<file path="config.mk">
export PLATFORM = sky130hd
export DESIGN_NAME = player_key_decoder
export DESIGN_NICKNAME = d
export VERILOG_FILES = /design/src/rtl/player_key_decoder.sv
export SDC_FILE = /design/constraint.sdc
export NUM_CORES = 1
export LEC_CHECK = 0
export ABC_CLOCK_PERIOD_IN_PS = 2640
export CAP_MARGIN = 20
export CELL_PAD_IN_SITES_DETAIL_PLACEMENT = 1
export CELL_PAD_IN_SITES_GLOBAL_PLACEMENT = 2
export CORE_MARGIN = 1.5
export CORE_UTILIZATION = 22
export CTS_CLUSTER_SIZE = 40
export DETAILED_ROUTE_END_ITERATION = 7
export PLACE_DENSITY = 0.87
export SYNTH_ARGS = -nofsm -noshare
export SYNTH_HDL_FRONTEND = slang
export SYNTH_SLANG_ARGS = --single-unit
export TNS_END_PERCENT = 5
</file>
<file path="constraint.sdc">
create_clock -name clk -period 2.64 [get_ports clk]
set_clock_uncertainty 0.2 [all_clocks]
set_input_delay 0.264 -clock clk [delete_from_list [all_inputs] [get_ports clk]]
set_output_delay 0.264 -clock clk [all_outputs]
set_load 0.005 [all_outputs]
</file>
<file path="src/rtl/player_key_decoder.sv">
// PS/2 scan-code decoder: turns make/break byte sequences into level-held game keys.
// Optional watchdog (define PLAYER_KEY_WATCHDOG_EN) releases all keys after TIMEOUT_CYCLES of silence.
module player_key_decoder #(
  parameter logic [7:0] LEFT_CODE      = 8'h6B,
  parameter logic [7:0] RIGHT_CODE     = 8'h74,
  parameter logic [7:0] JUMP_CODE      = 8'h75,
  parameter logic [7:0] RESET_CODE     = 8'h2D,
  parameter int         TIMEOUT_CYCLES = 65_000_000
) (
  input  logic       clk,
  input  logic       rst,
  input  logic [7:0] rx_data,
  input  logic       rx_valid,
  output logic       left,
  output logic       right,
  output logic       jump,
  output logic       game_reset
);

  localparam logic [7:0] EXT_PREFIX = 8'hE0;
  localparam logic [7:0] BRK_PREFIX = 8'hF0;

  if (TIMEOUT_CYCLES < 2) begin : g_bad_timeout
    $error("player_key_decoder: TIMEOUT_CYCLES must be at least 2");
  end

  typedef enum logic [1:0] {
    S_IDLE,
    S_EXT,
    S_BRK,
    S_EXT_BRK
  } state_t;

  state_t state, state_next;
  logic   left_next, right_next, jump_next, game_reset_next;
  logic   expire;

`ifdef PLAYER_KEY_WATCHDOG_EN
  localparam int            CW     = $clog2(TIMEOUT_CYCLES);
  localparam logic [CW-1:0] WD_MAX = CW'(TIMEOUT_CYCLES - 1);
  localparam logic [CW-1:0] WD_PRE = CW'(TIMEOUT_CYCLES - 2);

  logic [CW-1:0] wd_count;

  // Release fires only on the step into saturation; a strobe in that cycle takes priority.
  assign expire = !rx_valid && (wd_count == WD_PRE);

  always_ff @(posedge clk) begin
    if (rst)
      wd_count <= '0;
    else if (rx_valid)
      wd_count <= '0;
    else if (wd_count != WD_MAX)
      wd_count <= wd_count + 1'b1;
  end
`else
  assign expire = 1'b0;
`endif

  always_comb begin
    state_next      = state;
    left_next       = left;
    right_next      = right;
    jump_next       = jump;
    game_reset_next = game_reset;

    if (rx_valid) begin
      if (rx_data == EXT_PREFIX) begin
        state_next = S_EXT;
      end else if (rx_data == BRK_PREFIX) begin
        state_next = (state == S_EXT || state == S_EXT_BRK) ? S_EXT_BRK : S_BRK;
      end else begin
        // Any non-prefix byte closes the sequence; unknown codes fall through untouched.
        state_next = S_IDLE;
        case (state)
          S_IDLE:    if (rx_data == RESET_CODE) game_reset_next = 1'b1;
          S_BRK:     if (rx_data == RESET_CODE) game_reset_next = 1'b0;
          S_EXT: begin
            if (rx_data == LEFT_CODE)  left_next  = 1'b1;
            if (rx_data == RIGHT_CODE) right_next = 1'b1;
            if (rx_data == JUMP_CODE)  jump_next  = 1'b1;
          end
          S_EXT_BRK: begin
            if (rx_data == LEFT_CODE)  left_next  = 1'b0;
            if (rx_data == RIGHT_CODE) right_next = 1'b0;
            if (rx_data == JUMP_CODE)  jump_next  = 1'b0;
          end
          default: state_next = S_IDLE;
        endcase
      end
    end else if (expire) begin
      state_next      = S_IDLE;
      left_next       = 1'b0;
      right_next      = 1'b0;
      jump_next       = 1'b0;
      game_reset_next = 1'b0;
    end
  end

  always_ff @(posedge clk) begin
    if (rst) begin
      state      <= S_IDLE;
      left       <= 1'b0;
      right      <= 1'b0;
      jump       <= 1'b0;
      game_reset <= 1'b0;
    end else begin
      state      <= state_next;
      left       <= left_next;
      right      <= right_next;
      jump       <= jump_next;
      game_reset <= game_reset_next;
    end
  end

endmodule

</file>
==> impl_metrics.toml <==
[clock_network]
cts_repair_resize_count = 0
clk_latency_ns = 0.24
htreeDepth = 1
cts.sinks = 6
post_cts_buffers = 0
clk_pin_slew_ns = 0.05
clockBufferDepth = 2
cts_hold_buf = 0
cts_tree = "done"
cts_buffers = 3
cts_root_buf = "clkbuf_4"

[place]
gp_congestion = 0.660
dpl.cell_count = 62
place.port_buffers = 14
post-place-ws_ns = 0.909

[sta]
setup_slack_ns = 1.10
fin_crit_sh_pct = 58.5
worst_hold_slack_ns = 0.279
max-slew-margin-rel_pct = 74.7
setup_tns_ns = 0
rsz0062_at_grt = "no"
setup_viol = 0
fmax_mhz = 648
worst_slew_pin_slew_ns = 0.374
maxSlewViolCount = 0
finalHoldViolCount = 0
layout_min_cycle_time_ns = 1.54

[worst_setup_path]
required_ns = 2.18
crit_chain = "clkdlybuf4s50_1"
critPathBufInv = 1
worstSetupPathType = "reg2out"
cp-end-kind = "output pin"
cp.arrival_ns = 1.08
cp_top_family = "buffers and inverters"
worstPathMaxFanout = 2
cp-start-kind = "register"
crit_path_max_incr_delay_ns = 0.50
cp_slowest_cell = "clkdlybuf4s50_1"

[logic_synthesis]
yosysSeqAreaShare_pct = 37.4
syn_area_um2 = 322
avgSynthCellArea_um2 = 9.74
synthCells = 33
synth_area_leaders = "dfxtp_1, mux2i_1, and4bb_2, nand2b_1, and4b_1"
synth_top_area_share_pct = 37.4
synth_top_flop_cell = "dfxtp_1"
yosysMostFrequentCell = "dfxtp_1"
ys_ff_latch = 6
yosys_warnings = 0
synth-async-reset-ratio_pct = 0
ys_top_cells_by_count = "dfxtp_1, nand2b_1, mux2i_1"
yosysUniqueCellTypes = 17
synth_nets = 44
synth_edf_count = 0
yosys.area.top_type = "dfxtp_1"

[routing]
vias = 332
avgViaCountPerCell = 5.11
drt_wl_total_um = 843
dr.pass1.iters = 3
drtIter0Drc = 11
drc_errors = 0
wl_per_cell_um = 13.0
final_antenna_net_count = 0

[worst_hold_path]
hp-class = "reg2reg"

[power]
switching_share_pct = 21.8
p_leak_nw = 0.202
p_switching_w = 0.0000452
p_clk_share_pct = 41.1
ir_drop_mv = 0.219
seqPwrFrac_pct = 44.4
power.internal_w = 0.000162
powerDensity_nw_per_um2 = 412
comb_power_share_pct = 14.5

[die]
die_y_um = 41.2
initial_utilization_pct = 24.1
num_rows = 13
die_w_um = 41.2
fp.coreArea_um2 = 1330
io_pins = 15
die-area_um2 = 1700

[cells_and_area]
drive_gt1_share_pct = 10.0
n_antenna_cell = 0
seq_area_um2 = 120
area_delta_synth_final_pct = 56.4
fillers = 163
layoutNonFillerInstCount = 65
fin_nets = 63
multi_input_area_um2 = 198

[global_route]
grt_use_total_pct = 12.7
grt_max_degree = 8
grt_overflow_total = 0
antenna_found_initial = 0
grt_pass1_wl_um = 1270
grt_pass1_vias = 306

[flow_run]
maxCapViolations = 0

[outcome]
status = "finished clean"
kinds of logic (layout without fill, tap and decap cells):
group                  after synthesis  after routing  synth area share [%]
and+or+nand+nor                     17             17                  39.3
DFF                                  6              6                  37.4
AOI/OAI and AO/OA                    6              6                  12.8
buffers and inverters                1             18                  1.17
muxes                                3              3                  9.34
stage by stage:
step                util [%]  area (um2)  total power, W
finish                  37.7         503        0.000207
global route            37.7         503        0.000217
CTS                     37.7         503        0.000213
detailed placement      36.0         480        0.000124
global placement        36.0         480        0.000124
floorplan                  -         322        0.000102
registers in the layout (all words and copies together), names as in the netlist:
register	cells
right	1
left	1
game_reset	1
jump	1
state	2
power by group through the flow:
stage                     clock (W)  sequential [W]  combinational [W]
after global routing      0.0000923       0.0000921          0.0000326
after floorplan                   0       0.0000936         0.00000882
after detailed placement          0       0.0000938          0.0000300
after CTS                 0.0000904       0.0000921          0.0000302
final                     0.0000852       0.0000922          0.0000301
after global placement            0       0.0000938          0.0000302
area by class of cell:
| type | instances | share of cell area (%) |
|---|---|---|
| Tap cell | 15 | 3.73 |
| Timing Repair Buffer | 14 | 27.9 |
| Inverter | 1 | 0.746 |
| Clock buffer | 3 | 4.48 |
| Multi-Input combinational cell | 26 | 39.3 |
| Sequential cell | 6 | 23.9 |
final timing paths:
path	slack (ns)	start	endpoint	cells past startpoint
worst min-delay path	0.28	game_reset$_SDFFE_PP0P_	game_reset$_SDFFE_PP0P_	2
worst max register to register	1.34	state[0]$_SDFFE_PP0P_	game_reset$_SDFFE_PP0P_	3
worst min register to register	0.28	game_reset$_SDFFE_PP0P_	game_reset$_SDFFE_PP0P_	2
worst max-delay path	1.10	left$_SDFFE_PP0P_	left	1
placed cells by master (no fill, tap or decap):
cell type and count:
nor4b_1 1, mux2i_1 3, a41o_1 1, a31oi_1 1
inv_1 1, a21o_1 1, and4bb_2 2, a211oi_1 1
nor2_1 2, nor2b_1 1, nand3_1 2, clkbuf_4 3
and4b_1 2, clkdlybuf4s50_1 14, dfxtp_1 6, a21oi_1 2
nand4b_1 2, nand2b_1 4, nand4_1 1
per-layer routing:
metal / track usage, % / share of wire, % / routed length [um]
met5: 0 / 0 / 0
met4: 9.68 / 2.4 / 20
met3: 6.52 / 5.5 / 46
met1: 14.2 / 49 / 413
met2: 18.0 / 43 / 362
No activity file was read; power rests on OpenSTA's default activity.
